File: src/rtl/hazard_ctrl_pkg.sv
// Shared types for the pipeline hazard sequencer: FSM states, strobe bundle, defaults.
package hazard_ctrl_pkg;

    localparam int unsigned REG_ADDR_W_DEF = 5;

    typedef enum logic [0:0] {
        S_RUN   = 1'b0,
        S_FLUSH = 1'b1
    } state_e;

    typedef struct packed {
        logic pc_stall;
        logic if_id_stall;
        logic if_id_flush;
        logic id_ex_stall;
        logic id_ex_flush;
        logic ex_mem_stall;
        logic mem_wb_flush;
    } strobe_t;

endpackage

File: src/rtl/sat_counter.sv
// Up-counter that sticks at all-ones instead of wrapping.
module sat_counter #(
    parameter int unsigned W = 32
) (
    input  logic         clk_i,
    input  logic         rst_ni,
    input  logic         inc_i,
    output logic [W-1:0] cnt_o
);

    always_ff @(posedge clk_i or negedge rst_ni) begin
        if (!rst_ni) begin
            cnt_o <= '0;
        end else if (inc_i && (cnt_o != '1)) begin
            cnt_o <= cnt_o + W'(1);
        end
    end

endmodule

File: src/rtl/hazard_ctrl.sv
// Pipeline sequencer: prioritised stall/flush strobes for the 5-stage core,
// perf counters and a sticky data-memory timeout flag.
module hazard_ctrl
    import hazard_ctrl_pkg::*;
#(
    parameter int unsigned REG_ADDR_W      = REG_ADDR_W_DEF,
    parameter int unsigned BR_FLUSH_CYCLES = 2,
    parameter int unsigned MEM_TIMEOUT     = 255,
    parameter int unsigned CNT_W           = 32
) (
    input  logic                  clk_i,
    input  logic                  rst_ni,
    input  logic [REG_ADDR_W-1:0] id_rs1_i,
    input  logic                  id_rs1_used_i,
    input  logic [REG_ADDR_W-1:0] id_rs2_i,
    input  logic                  id_rs2_used_i,
    input  logic [REG_ADDR_W-1:0] ex_rd_i,
    input  logic                  ex_mem_read_i,
    input  logic                  ex_branch_taken_i,
    input  logic                  imem_ready_i,
    input  logic                  dmem_req_i,
    input  logic                  dmem_ready_i,
    output logic                  pc_stall_o,
    output logic                  if_id_stall_o,
    output logic                  if_id_flush_o,
    output logic                  id_ex_stall_o,
    output logic                  id_ex_flush_o,
    output logic                  ex_mem_stall_o,
    output logic                  mem_wb_flush_o,
    output logic [CNT_W-1:0]      stall_cnt_o,
    output logic [CNT_W-1:0]      flush_cnt_o,
    output logic                  mem_err_o
);

    localparam int unsigned FC_W = $clog2(BR_FLUSH_CYCLES + 1);
    localparam int unsigned WT_W = $clog2(MEM_TIMEOUT + 1);

    state_e            state_q, state_d;
    logic [FC_W-1:0]   cnt_q, cnt_d;
    logic [WT_W-1:0]   wait_q;
    logic              mem_err_q;
    strobe_t           strb;
    logic              memw;
    logic              lu;
    logic              br_accept;

    assign memw = dmem_req_i & ~dmem_ready_i;
    assign lu   = ex_mem_read_i & (ex_rd_i != '0) &
                  ((id_rs1_used_i & (id_rs1_i == ex_rd_i)) |
                   (id_rs2_used_i & (id_rs2_i == ex_rd_i)));

    // State and flush down-counter
    always_ff @(posedge clk_i or negedge rst_ni) begin
        if (!rst_ni) begin
            state_q <= S_RUN;
            cnt_q   <= '0;
        end else begin
            state_q <= state_d;
            cnt_q   <= cnt_d;
        end
    end

    // Fixed-priority hazard resolution; memory wait freezes everything upstream of WB
    always_comb begin
        strb      = '0;
        state_d   = state_q;
        cnt_d     = cnt_q;
        br_accept = 1'b0;
        if (memw) begin
            strb.pc_stall     = 1'b1;
            strb.if_id_stall  = 1'b1;
            strb.id_ex_stall  = 1'b1;
            strb.ex_mem_stall = 1'b1;
            strb.mem_wb_flush = 1'b1;
        end else if (ex_branch_taken_i) begin
            strb.if_id_flush = 1'b1;
            strb.id_ex_flush = 1'b1;
            br_accept        = 1'b1;
            if (BR_FLUSH_CYCLES > 1) begin
                state_d = S_FLUSH;
                cnt_d   = FC_W'(BR_FLUSH_CYCLES - 1);
            end else begin
                state_d = S_RUN;
            end
        end else if (state_q == S_FLUSH) begin
            strb.if_id_flush = 1'b1;
            strb.id_ex_flush = 1'b1;
            if (cnt_q <= FC_W'(1)) begin
                state_d = S_RUN;
            end else begin
                cnt_d = cnt_q - FC_W'(1);
            end
        end else if (lu) begin
            strb.pc_stall    = 1'b1;
            strb.if_id_stall = 1'b1;
            strb.id_ex_flush = 1'b1;
        end else if (!imem_ready_i) begin
            strb.pc_stall    = 1'b1;
            strb.if_id_flush = 1'b1;
        end
        if (!rst_ni) begin
            strb      = '0;
            br_accept = 1'b0;
        end
    end

    // Consecutive memory-wait cycles; mem_err sticks until reset
    always_ff @(posedge clk_i or negedge rst_ni) begin
        if (!rst_ni) begin
            wait_q    <= '0;
            mem_err_q <= 1'b0;
        end else if (memw) begin
            if (wait_q != WT_W'(MEM_TIMEOUT)) begin
                wait_q <= wait_q + WT_W'(1);
            end
            if (wait_q >= WT_W'(MEM_TIMEOUT - 1)) begin
                mem_err_q <= 1'b1;
            end
        end else begin
            wait_q <= '0;
        end
    end

    sat_counter #(.W(CNT_W)) u_stall_cnt (
        .clk_i  (clk_i),
        .rst_ni (rst_ni),
        .inc_i  (strb.pc_stall),
        .cnt_o  (stall_cnt_o)
    );

    sat_counter #(.W(CNT_W)) u_flush_cnt (
        .clk_i  (clk_i),
        .rst_ni (rst_ni),
        .inc_i  (br_accept),
        .cnt_o  (flush_cnt_o)
    );

    assign pc_stall_o     = strb.pc_stall;
    assign if_id_stall_o  = strb.if_id_stall;
    assign if_id_flush_o  = strb.if_id_flush;
    assign id_ex_stall_o  = strb.id_ex_stall;
    assign id_ex_flush_o  = strb.id_ex_flush;
    assign ex_mem_stall_o = strb.ex_mem_stall;
    assign mem_wb_flush_o = strb.mem_wb_flush;
    assign mem_err_o      = mem_err_q;

endmodule

File: config.mk
export PLATFORM = sky130hd
export DESIGN_NAME = hazard_ctrl
export DESIGN_NICKNAME = d
export VERILOG_FILES = /design/src/rtl/hazard_ctrl_pkg.sv /design/src/rtl/sat_counter.sv /design/src/rtl/hazard_ctrl.sv
export SDC_FILE = /design/constraint.sdc
export NUM_CORES = 1
export LEC_CHECK = 0
export CAP_MARGIN = 0
export CORE_MARGIN = 3
export CORE_UTILIZATION = 62
export CTS_BUF_LIST = sky130_fd_sc_hd__clkbuf_8 sky130_fd_sc_hd__clkbuf_16
export CTS_CLUSTER_SIZE = 12
export DETAILED_ROUTE_END_ITERATION = 12
export DONT_BUFFER_PORTS = 1
export PLACE_DENSITY = 0.81
export SLEW_MARGIN = 20
export SYNTH_ARGS = -nofsm -noshare
export SYNTH_HDL_FRONTEND = slang
export SYNTH_SLANG_ARGS = --single-unit
File: constraint.sdc
create_clock -name clk_i -period 2.95 [get_ports clk_i]
set_input_delay 0.7375 -clock clk_i [delete_from_list [all_inputs] [get_ports clk_i]]
set_output_delay 0.7375 -clock clk_i [all_outputs]
set_load 0.03 [all_outputs]
After elaboration in Yosys (flattened, before gate mapping)
Cells that the tools add are included.
{"block": "totals", "register_bits": 76, "inputBits": 24, "elab_cells": 60}
{"block": "op_classes", "n_addsub": 4, "order_cmp": 2, "eq_ne": 7, "muxes": 27, "n_bitwise": 8, "n_reduce_logical": 6}
{"cell": "adder 32 x 1 -> 32 bit (second input constant)", "count": 2}
{"cell": "!= test 32 bit (second input constant)", "count": 2}
{"cell": "two-way mux 1 bit", "count": 17}
{"cell": "two-way mux 8 bit", "count": 2}
{"cell": "two-way mux 2 bit", "count": 7}
{"cell": "equality test 5 bit", "count": 2}
{"cell": "adder 8 x 1 -> 8 bit (second input constant)", "count": 1}
{"cell": ">= comparator 8 bit (second input constant)", "count": 1}
{"cell": "!= test 8 bit (second input constant)", "count": 1}
{"cell": "two-way mux 7 bit", "count": 1}
{"cell": "bitwise AND 1 bit", "count": 5}
{"cell": "nonzero test 5 bit", "count": 1}
{"cell": "AND reduction 3 bit", "count": 1}
{"cell": "less-or-equal comparator 2 x 1 -> 1 bit (second input constant)", "count": 1}
{"cell": "logical AND 1 bit", "count": 2}
{"cell": "!= test 2 x 1 -> 1 bit (second input constant)", "count": 1}
{"cell": "!= test 2 bit (second input constant)", "count": 1}
{"cell": "NOT 1 bit", "count": 2}
{"cell": "AND reduction 2 bit", "count": 1}
{"cell": "nonzero test 2 bit", "count": 1}
{"cell": "subtractor 2 x 1 -> 2 bit (second input constant)", "count": 1}
{"cell": "OR 1 bit", "count": 1}

Logic depth before layout (Yosys ltp)
{"block": "logic_depth", "ltp_word": 10, "mapped_depth": 8, "mapped_depth_nobuf": 7}

Hierarchy
A second synthesis with hierarchy kept.
{"block": "unflattened", "cells_unflattened": 391, "hier_area_um2": 3997.6}
{"mod": "sat_counter (u_stall_cnt)", "n_inst": 1, "cells_each": 151, "area_per_inst_um2": 1624.1, "seq_area_each_um2": 800.8}
{"mod": "sat_counter (u_flush_cnt)", "n_inst": 1, "cells_each": 140, "area_per_inst_um2": 1522.7, "seq_area_each_um2": 800.8}
{"mod": "hazard_ctrl", "n_inst": 1, "cells_each": 100, "area_per_inst_um2": 850.8, "seq_area_each_um2": 300.3}

Least setup slack after synthesis
No wires, ideal clock.
{"block": "synth_timing", "path_type": "input to output", "from": "input ex_rd_i[1]", "to": "output if_id_stall_o", "arrival_ns": 2.081, "setup_slack_ns": 0.131, "path_stages": 6, "n_path_buf": 0, "cell_sequence": "xnor2_1 -> nand4_1 -> o22ai_1 -> and2_1 -> nand2_1 -> a21boi_0"}
{"block": "synth_between", "elab_chain_len": 9, "word_cells_on_any_way": 13, "classes_between": "eq/ne (2); mux (5); bitwise (5); reduce/logical (1)"}
{"item": "start: declaration", "line": "hazard_ctrl.sv:17", "source": "input logic [REG_ADDR_W-1:0] ex_rd_i,"}
{"item": "equality test 5 bit, on equally long branches", "line": "hazard_ctrl.sv:49, hazard_ctrl.sv:50"}
{"item": "bitwise AND 1 bit, on equally long branches", "line": "hazard_ctrl.sv:49, hazard_ctrl.sv:50"}
{"item": "OR 1 bit", "line": "hazard_ctrl.sv:49", "source": "((id_rs1_used_i & (id_rs1_i == ex_rd_i)) |"}
{"item": "bitwise AND 1 bit *", "line": "hazard_ctrl.sv:48", "source": "assign lu = ex_mem_read_i & (ex_rd_i != '0) &"}
{"item": "two-way mux 1 bit *", "line": "hazard_ctrl.sv:93", "source": "end else if (lu) begin"}
{"item": "two-way mux 2 bit *", "line": "hazard_ctrl.sv:85", "source": "end else if (state_q == S_FLUSH) begin"}
{"item": "two-way mux 2 bit *", "line": "hazard_ctrl.sv:75", "source": "end else if (ex_branch_taken_i) begin"}
{"item": "two-way mux 2 bit *", "line": "hazard_ctrl.sv:69", "source": "if (memw) begin"}
{"item": "two-way mux 7 bit *", "line": "hazard_ctrl.sv:101", "source": "if (!rst_ni) begin"}
{"item": "end: declaration", "line": "hazard_ctrl.sv:24", "source": "output logic if_id_stall_o,"}
Mark *: on every way between the ends. The rest lies on a longest branch, timed or not.

Worst setup path after layout
{"block": "layout_timing", "from": "input ex_rd_i[1]", "to": "output if_id_flush_o"}
{"block": "layout_between", "elab_chain_len": 9, "word_cells_on_any_way": 13, "classes_between": "eq/ne (2); mux (5); bitwise (5); reduce/logical (1)"}
{"item": "equality test 5 bit, on equally long branches", "line": "hazard_ctrl.sv:49, hazard_ctrl.sv:50"}
{"item": "bitwise AND 1 bit, on equally long branches", "line": "hazard_ctrl.sv:49, hazard_ctrl.sv:50"}
{"item": "OR 1 bit", "line": "hazard_ctrl.sv:49"}
{"item": "bitwise AND 1 bit *", "line": "hazard_ctrl.sv:48"}
{"item": "two-way mux 1 bit *", "line": "hazard_ctrl.sv:93"}
{"item": "two-way mux 1 bit *", "line": "hazard_ctrl.sv:85"}
{"item": "two-way mux 1 bit *", "line": "hazard_ctrl.sv:75"}
{"item": "two-way mux 1 bit *", "line": "hazard_ctrl.sv:69"}
{"item": "two-way mux 7 bit *", "line": "hazard_ctrl.sv:101"}
{"item": "end: declaration", "line": "hazard_ctrl.sv:25", "source": "output logic if_id_flush_o,"}
Marks and branches as above.

==> qor.txt <==
DRT Pass-1 Iters = 4
DRT iter0 DRCs = 104
die height = 84.4 um
Avg WL per Cell = 17.5 um
Root Driver = clkbuf_8
Core ar. = 5710 sq um
switching power = 0.000701 W
final setup fails = 0
Power Internal = 0.00153 W
sw frac = 0.315
top-area cell type share of the netlist area = 0.500
layout cells sized above 1 = 0.105
Max Slew Vio Count = 0
# IOs = 96
Initial Util = 0.667
setup repair bufs after CTS = 0
GR Overflow Total = 0
clock sinks = 76
count leader, synth = dfrtp_1
period utilisation layout = 0.953
leading area contributor after synthesis = dfrtp_1
status = finished clean
Worst R2R End = u_flush_cnt.cnt_o[17]$_DFFE_PN0P_
dpl cell area = 3920 sq um
number of synthesized flops with an enable pin = 0
Die ar. = 7120 sq um
CP endpoint kind = output port
total track usage = 0.222
Setup Crit Path Kind = in2out
CTS H-tree depth = 3
Comb power frac = 0.079
LEAKAGE = 1.74 nW
RSZ-0062 raised after global routing = no
Post-Syn Instances = 357
via density per instance = 6.12
vias in the first global route = 2728
drc violations = 0
r2r setup slk = 0.64 ns
Seq/Total Area, Yosys = 0.500
Final Hold Vio Count = 0
Layout area overhead = 7.53%
setup TNS = 0 ns
Non-Filler Instances = 445
Max-cap violations = 0
worst hold path type = in2async
crit path launch type = input port
remaining antenna violation count after routing = 0
Worst-Skew Late Latency = 0.34 ns
cts hold-fix bufs = 0
critical path data arrival time = 2.07 ns
most frequent cells after synthesis = dfrtp_1, xnor2_1, nand4_1
Ys Warns = 0
Max VDD drop = 497 uV
Worst Path Buf+Inv = 0
Crit-path slowest cell = or4_1
Sequential Power Share = 0.612
Layout Skew = 0.00856 ns
number of synthesized register bits = 76
global-route wire length before repair = 12800 um
Slew @ Worst Pin = 0.516 ns
largest net degree at the start of global routing = 84
drt total wl = 7780 um
Synth area leaders = dfrtp_1, xnor2_1, nand4_1
Reg clk slew, reported paths = 0.08 ns
IO Port Bufs = 0
Async SR Flop Fraction = 1.00
number of cell rows = 27
Clk pwr share = 0.309
syn_area_per_cell = 10.7 sq um
synthesized area = 3810 sq um
CP delay by family, top = simple AND/OR/NAND/NOR gates
Register-to-Register Path Depth = 6
Max Freq = 356 MHz
Relative slew margins = 0.656
cell breakdown of the critical path = or4_1 -> o21a_1 -> and2_1 -> o21ai_0 -> and3_1
Critical Path Max Stage Delay = 0.50 ns
dpl hpwl = 5500 um
Worst EP required = 2.21 ns
final net count = 397
crit-path max FO = 3
Tmin final = 2.81 ns
top_reg_cell synth = dfrtp_1
Num CTS Buffers = 9
Cell variety after synth = 48
design area = 4090 sq um
total power = 0.00223 W
CTS tree = built
vias = 2723
synthesized net count = 386
cts repair resizes = 0
initial antenna violation count = 0
placed cell count = 429
ANT cells = 0
routability congestion estimate = 0.844
power per cell area = 544 nW/um^2
die width = 84.4 um
reg-to-reg startpoint = u_flush_cnt.cnt_o[10]$_DFFE_PN0P_
Max Buffers Root-to-Sink = 2
## power by group through the flow
stage | Clock, W | Combinational, W | Sequential (W)
after global routing | 0.000754 | 0.000201 | 0.00138
after detailed placement | 0 | 0.000178 | 0.00138
final | 0.000688 | 0.000177 | 0.00136
after global placement | 0 | 0.000170 | 0.00138
after floorplan | 0 | 0.000151 | 0.00136
after CTS | 0.000702 | 0.000179 | 0.00136
## state kept, by name, indices dropped and copies added, names as in the netlist
register           flops
state_q                1
u_flush_cnt.cnt_o     32
mem_err_o              1
cnt_q                  2
wait_q                 8
u_stall_cnt.cnt_o     32
## kinds of logic (layout without fill, tap and decap cells)
kind of cell,Yosys count,in the layout,share of synthesized area
and+or+nand+nor,161,161,0.246
DFF,76,76,0.500
xor gates and xnor gates,75,75,0.173
AOI/OAI and AO/OA,23,23,0.0417
buffers and inverters,15,31,0.0177
adders and majority gates,5,5,0.0164
muxes,2,2,0.00591
## metrics by stage
| stage | util | hold slack (ns) | setup WS [ns] |
|---|---|---|---|
| 6_report | 0.717 | 0.0819 | 0.139 |
| 5_1_grt | 0.717 | 0.0529 | 0.0882 |
| 4_1_cts | 0.717 | 0.0715 | 0.135 |
| 3_5_place_dp | 0.687 | 0.444 | 0.133 |
| 3_3_place_gp | 0.687 | 0.444 | 0.139 |
| 2_1_floorplan | - | 0.442 | 0.131 |
## placed cells by master (no fill, tap or decap), types with 6 or more instances in the layout
master    instances
and3_1           14
nand4_1          32
xor2_1            9
nand2_1          21
inv_1             7
xnor2_1          66
dfrtp_1          76
nor3_1            7
clkbuf_8         10
nor2_1           19
nand3_1          31
and2_1            6
buf_4            10
## worst max path at each step
stage / startpoint / endpoint / slack (ns) / cells past startpoint
global route: ex_rd_i[1] / if_id_flush_o / 0.09 / 5
global placement: ex_rd_i[1] / if_id_flush_o / 0.14 / 5
CTS: ex_rd_i[1] / if_id_flush_o / 0.14 / 5
finish: ex_rd_i[1] / if_id_flush_o / 0.14 / 5
detailed placement: ex_rd_i[1] / if_id_flush_o / 0.13 / 5
floorplan: ex_rd_i[1] / if_id_stall_o / 0.13 / 6
## area by class of cell
class / instances / area [sq um]
clock buffer: 10 / 138
tap: 72 / 90.1
fill: 427 / 1620
sequential: 76 / 1900
timing repair buffer: 10 / 75.1
inverter: 5 / 18.8
multi-input combinational: 266 / 1840
clock inverter: 6 / 32.5
## layer usage
| metal | track usage | up-vias | wire length, um |
|---|---|---|---|
| met5 | 0 | - | 0 |
| met4 | 0.0791 | 0 | 116 |
| met3 | 0.0815 | 12 | 499 |
| met2 | 0.364 | 80 | 3870 |
| met1 | 0.272 | 1340 | 3290 |
| li1 | - | 1291 | - |
Note: power is estimated with default switching activity, not from simulation.
==> patch 1 (same settings) <==
Put a register stage on the output `flush_cnt_o`, cleared by the reset. The value now appears one clock later. The other outputs are not delayed to match.
--- a/src/rtl/hazard_ctrl.sv
+++ b/src/rtl/hazard_ctrl.sv
@@ -35,4 +35,6 @@
     localparam int unsigned FC_W = $clog2(BR_FLUSH_CYCLES + 1);
     localparam int unsigned WT_W = $clog2(MEM_TIMEOUT + 1);
+
+    logic [CNT_W-1:0] flush_cnt_d;
 
     state_e            state_q, state_d;
@@ -133,5 +135,5 @@
         .rst_ni (rst_ni),
         .inc_i  (br_accept),
-        .cnt_o  (flush_cnt_o)
+        .cnt_o  (flush_cnt_d)
     );
 
@@ -145,4 +147,12 @@
     assign mem_err_o      = mem_err_q;
 
+    always_ff @(posedge clk_i or negedge rst_ni) begin
+        if (!rst_ni) begin
+            flush_cnt_o <= '0;
+        end else begin
+            flush_cnt_o <= flush_cnt_d;
+        end
+    end
+
 endmodule
 
Behaviour: not the same (a bounded check fails within 4 cycles, from zero or initial values and one cycle with rst_ni low).
==> patch 1 against the unedited design <==
  * First-iteration DRC count is 68% higher
  * Clock power is 34% higher
  * Synthesized area is 25% higher
  * Total power is 36% higher
  * Hold slack worse by 0.029 ns
  * Routed wire length is 21% higher
  * Setup slack better by 0.088 ns
  * Register-to-register slack worse by 0.18 ns
  * Design area is 25% higher
  * Sequential cell count is 32 higher
  * Critical endpoint unchanged
==> patch 1: results <==
metrics = {
    "timing": {
        "fin_skew_ns": 0.01575,
        "hold_viol": 0,
        "relSlewSlack_pct": 49.50,
        "tns_ns": 0,
    },
    "yosys": {
        "synth-xor-area-share_pct": 13.23,
        "synthTopCellsByArea": "dfrtp_1 57%, xnor2_1 7.0%, xor2_1 6.2%",
        "seq_area_frac_synth_pct": 56.69,
        "synthAdderAreaFrac_pct": 1.312,
        "synthTopCellsByCount": "108 x dfrtp_1, 38 x xnor2_1, 36 x nor2_1, 35 x nand2_1, 34 x xor2_1",
        "yosys_warnings": 0,
        "yosysUniqueCellTypes": 53,
        "synth_flop_cell": "dfrtp_1",
        "synth_compound_area_share_pct": 4.724,
        "async_flop_share_pct": 100.0,
        "yosys-mux-area-fraction_pct": 0.9186,
        "synth_nets": 447,
    },
    "grt": {
        "first_global_vias": 3256,
        "grt_pass1_wl_um": 15800,
        "gr-usage-all-layers_pct": 22.73,
        "grt_max_degree": 117,
        "antenna_found_initial": 0,
    },
    "cells_and_area": {
        "reg_top3": "flush_cnt_o (32), u_flush_cnt.cnt_o (32), u_stall_cnt.cnt_o (32)",
        "final_nets": 461,
        "n_antenna_cell": 0,
        "drive_gt1_share_pct": 8.945,
        "nFillCells": 531,
    },
    "clock_tree": {
        "h-tree-depth": 3,
        "cts_root_buffer": "clkbuf_8",
        "numCtsBuffers": 9,
        "clockBufferDepth": 2,
        "cts_setup_buffers": 0,
        "ctsResizeCount": 0,
        "path_clk_slew_ns": 0.11,
        "clk-insertion-delay-late_ns": 0.36,
    },
    "run_status": {
        "outcome": "finished, final reports clean",
    },
    "placement": {
        "gp_congestion": 0.8320,
        "io_buffers": 0,
        "post-dp-hpwl_um": 6655,
        "placed_area_um2": 4927,
    },
    "worst_setup_path": {
        "critPathMaxFanout": 3,
        "worst_ep_arrival_time_ns": 1.99,
    },
    "detailed_routing": {
        "wl_um": 9409,
        "drt_iter0_markers": 175,
        "dr.pass1.iters": 5,
        "via_count": 3273,
    },
    "min_path": {
        "min_path_type": "input port to async pin",
    },
    "pwr": {
        "vdd_drop_max_uv": 271.5,
        "leakagePower_nw": 2.377,
    },
}
patch 1: layout make-up:
cell class	count	area, µm²	area share [%]
multi-input combinational	296	1996	38.86
timing repair buffer	11	82.58	1.608
inverter	6	22.52	0.4386
clock buffer	9	123.9	2.412
clock inverter	6	83.83	1.633
tap	99	123.9	2.412
sequential	108	2703	52.63
patch 1: stage by stage:
stage          setup slack [ns]  instances
2_1_floorplan           0.09617        418
3_3_place_gp             0.2652        520
3_5_place_dp             0.2371        520
4_1_cts                  0.2324        535
5_1_grt                  0.1602        535
6_report                 0.2268        535
patch 1: worst max-delay path: stages:
cell	delay [ns]
or4_1	0.52
o21a_1	0.24
nand2_1	0.10
nand2b_1	0.06
a21oi_1	0.15
buf_4	0.18
patch 1: worst paths after layout:
path                                       from               endpoint  slack (ns)  cells after the start
setup / recovery                     ex_rd_i[1]          if_id_flush_o        0.23                      6
hold / removal                           rst_ni  u_stall_cnt.cnt_o[18]        0.05                      0
setup reg to reg           u_stall_cnt.cnt_o[3]  u_stall_cnt.cnt_o[18]        0.46                      7
hold reg to reg            u_flush_cnt.cnt_o[6]         flush_cnt_o[6]        0.43                      0
max in group asynchronous                rst_ni        flush_cnt_o[25]        2.74                      0
min in group clk_i         u_flush_cnt.cnt_o[6]         flush_cnt_o[6]        0.43                      0
patch 1: cells by family (layout without fill, tap and decap cells):
family / Yosys count / after routing
and+or+nand+nor: 186 / 186
muxes: 4 / 4
AOI/OAI and AO/OA: 29 / 29
buffers and inverters: 14 / 32
DFF: 108 / 108
adders and majority gates: 5 / 5
xor gates and xnor gates: 72 / 72
patch 1: metal layers:
layer  GRT usage [%]  vias up  routed length, µm
li1                -     1512                  -
met1           30.36     1629               3853
met2           37.32      116               4754
met3           5.288       16                673
met4           6.619        0                128
met5               0        -                  0
patch 1: where the power goes:
part | switching (W) | internal [W] | total, W | leakage [nW]
registers | 0.000248 | 0.00159 | 0.00184 | 1.46
clock network | 0.000513 | 0.000407 | 0.000921 | 0.105
logic | 0.000161 | 0.000113 | 0.000274 | 0.810
total | 0.000922 | 0.00211 | 0.00303 | 2.38
==> patch 2 (config.mk and constraints unchanged) <==
Made on the original files. Set the parameter `BR_FLUSH_CYCLES` to 4 (it was 2).
--- a/src/rtl/hazard_ctrl.sv
+++ b/src/rtl/hazard_ctrl.sv
@@ -5,5 +5,5 @@
 #(
     parameter int unsigned REG_ADDR_W      = REG_ADDR_W_DEF,
-    parameter int unsigned BR_FLUSH_CYCLES = 2,
+    parameter int unsigned BR_FLUSH_CYCLES = 4,
     parameter int unsigned MEM_TIMEOUT     = 255,
     parameter int unsigned CNT_W           = 32
Check against the original RTL: not equivalent (Yosys sat finds a counterexample within 4 cycles, from zero or initial values and one cycle with rst_ni low).
==> patch 2 against the unedited design <==
  * Final cell count rose by 7.9%
  * Synthesized area grew 3.5%
  * Highest routed layer unchanged
  * Total power up 16%
  * First-iteration DRC count up 25%
  * Largest cell class unchanged
  * Routed wire length up 2.3%
  * Design area rose by 4.4%
  * Hold slack worse by 0.012 ns
  * Sequential cell count rose by 1
  * Core utilization is 0.76 points lower
  * Clock power increased by 24%
  * Critical path depth unchanged
  * Setup slack better by 0.013 ns
  * Sequential share of layout area down 1.4 points
==> patch 2: results <==
metrics = {
    "run_status": {
        "outcome": "finished, final reports clean",
    },
    "timing": {
        "fin_skew_ns": 0.01350,
        "worst_pin_slew_ns": 0.9354,
    },
    "detailed_routing": {
        "wl_per_cell_um": 16.58,
        "drt_iter0_markers": 130,
        "detail_route.vias_per_cell": 6.021,
        "dr.pass1.iters": 4,
    },
    "clock_tree": {
        "path_clk_slew_ns": 0.09,
        "h-tree-depth": 3,
        "numCtsBuffers": 9,
        "ctsResizeCount": 0,
        "clk-insertion-delay-late_ns": 0.36,
        "cts_root_buffer": "clkbuf_8",
    },
    "yosys": {
        "synth_area_per_cell_um2": 10.13,
        "synthTopCellsByArea": "dfrtp_1 49%, xnor2_1 13%, nand4_1 4.4%",
        "synthTopCellsByCount": "77 x dfrtp_1, 59 x xnor2_1, 37 x nand2_1, 31 x nor2_1, 28 x nand4_1",
        "yosysUniqueCellTypes": 46,
        "synth_nets": 419,
        "async_flop_share_pct": 100.0,
        "seq_area_frac_synth_pct": 48.89,
    },
    "cells_and_area": {
        "nFillCells": 453,
        "n_antenna_cell": 0,
        "final_nets": 430,
        "drive_gt1_share_pct": 8.148,
        "instances_no_fill": 480,
        "reg_top3": "u_flush_cnt.cnt_o (32), u_stall_cnt.cnt_o (32), wait_q (8)",
    },
    "placement": {
        "placedCellCount": 464,
        "post-dp-hpwl_um": 5593,
        "place_ws_ns": 0.1498,
        "placed_area_um2": 4060,
        "gp_congestion": 0.8375,
        "io_buffers": 0,
    },
    "pwr": {
        "leakagePower_nw": 1.820,
        "vdd_drop_max_uv": 500.1,
    },
    "grt": {
        "antenna_found_initial": 0,
        "grt_pass1_wl_um": 13300,
        "first_global_vias": 2873,
        "grt_max_degree": 85,
        "gr-usage-all-layers_pct": 22.84,
    },
    "worst_setup_path": {
        "worst_ep_arrival_time_ns": 2.06,
        "critPathMaxFanout": 3,
    },
    "flow_run": {
        "cap_viol_max_count": 0,
    },
}
patch 2: cell families after synthesis:
| family | Yosys count | share of synthesized area, % |
|---|---|---|
| fa+ha+maj | 6 | 1.905 |
| simple gates | 178 | 24.86 |
| xor+xnor | 76 | 16.89 |
| flops | 77 | 48.89 |
| mux | 3 | 0.9205 |
| compound gates | 25 | 4.032 |
| buf+inv | 24 | 2.508 |
patch 2: layout make-up:
class                      instances  area, µm²  area share, %
sequential                        77       1927          45.07
inverter                          15      56.30          1.317
clock buffer                       9      123.9          2.897
clock inverter                     7      91.34          2.136
multi-input combinational        288       1916          44.81
tap                               75      93.84          2.195
timing repair buffer               9      67.56          1.580
patch 2: power by group:
part | leakage, nW | internal (W) | switching, W | total (W)
clock network | 0.103 | 0.000471 | 0.000383 | 0.000854
logic | 0.692 | 0.000143 | 0.000146 | 0.000290
registers | 1.03 | 0.00115 | 0.000283 | 0.00143
patch 2: metal layers:
metal / up-vias / share of wire (%) / GRT usage, %
met2: 81 / 50 / 36.58
met3: 20 / 6.4 / 7.493
met4: 0 / 2.2 / 11.65
met5: - / 0 / 0
li1: 1383 / - / -
met1: 1406 / 41 / 27.65
patch 2: path summary, 6_finish.rpt:
check	from	to	slack (ns)	cells past startpoint
worst max-delay path	ex_rd_i[1]	if_id_flush_o	0.15	5
worst min-delay path	rst_ni	u_flush_cnt.cnt_o[19]	0.07	0
worst max register to register	u_stall_cnt.cnt_o[19]	u_stall_cnt.cnt_o[31]	0.37	7
worst min register to register	cnt_q[2]	cnt_q[2]	0.52	2
max in group asynchronous	rst_ni	u_stall_cnt.cnt_o[31]	2.77	0
min in group clk_i	ex_branch_taken_i	cnt_q[2]	0.49	1
patch 2: critical path: stages:
cell	delay [ns]
or4_1	0.51
o21ai_0	0.21
nor2b_1	0.10
o21ai_0	0.14
and3_1	0.36
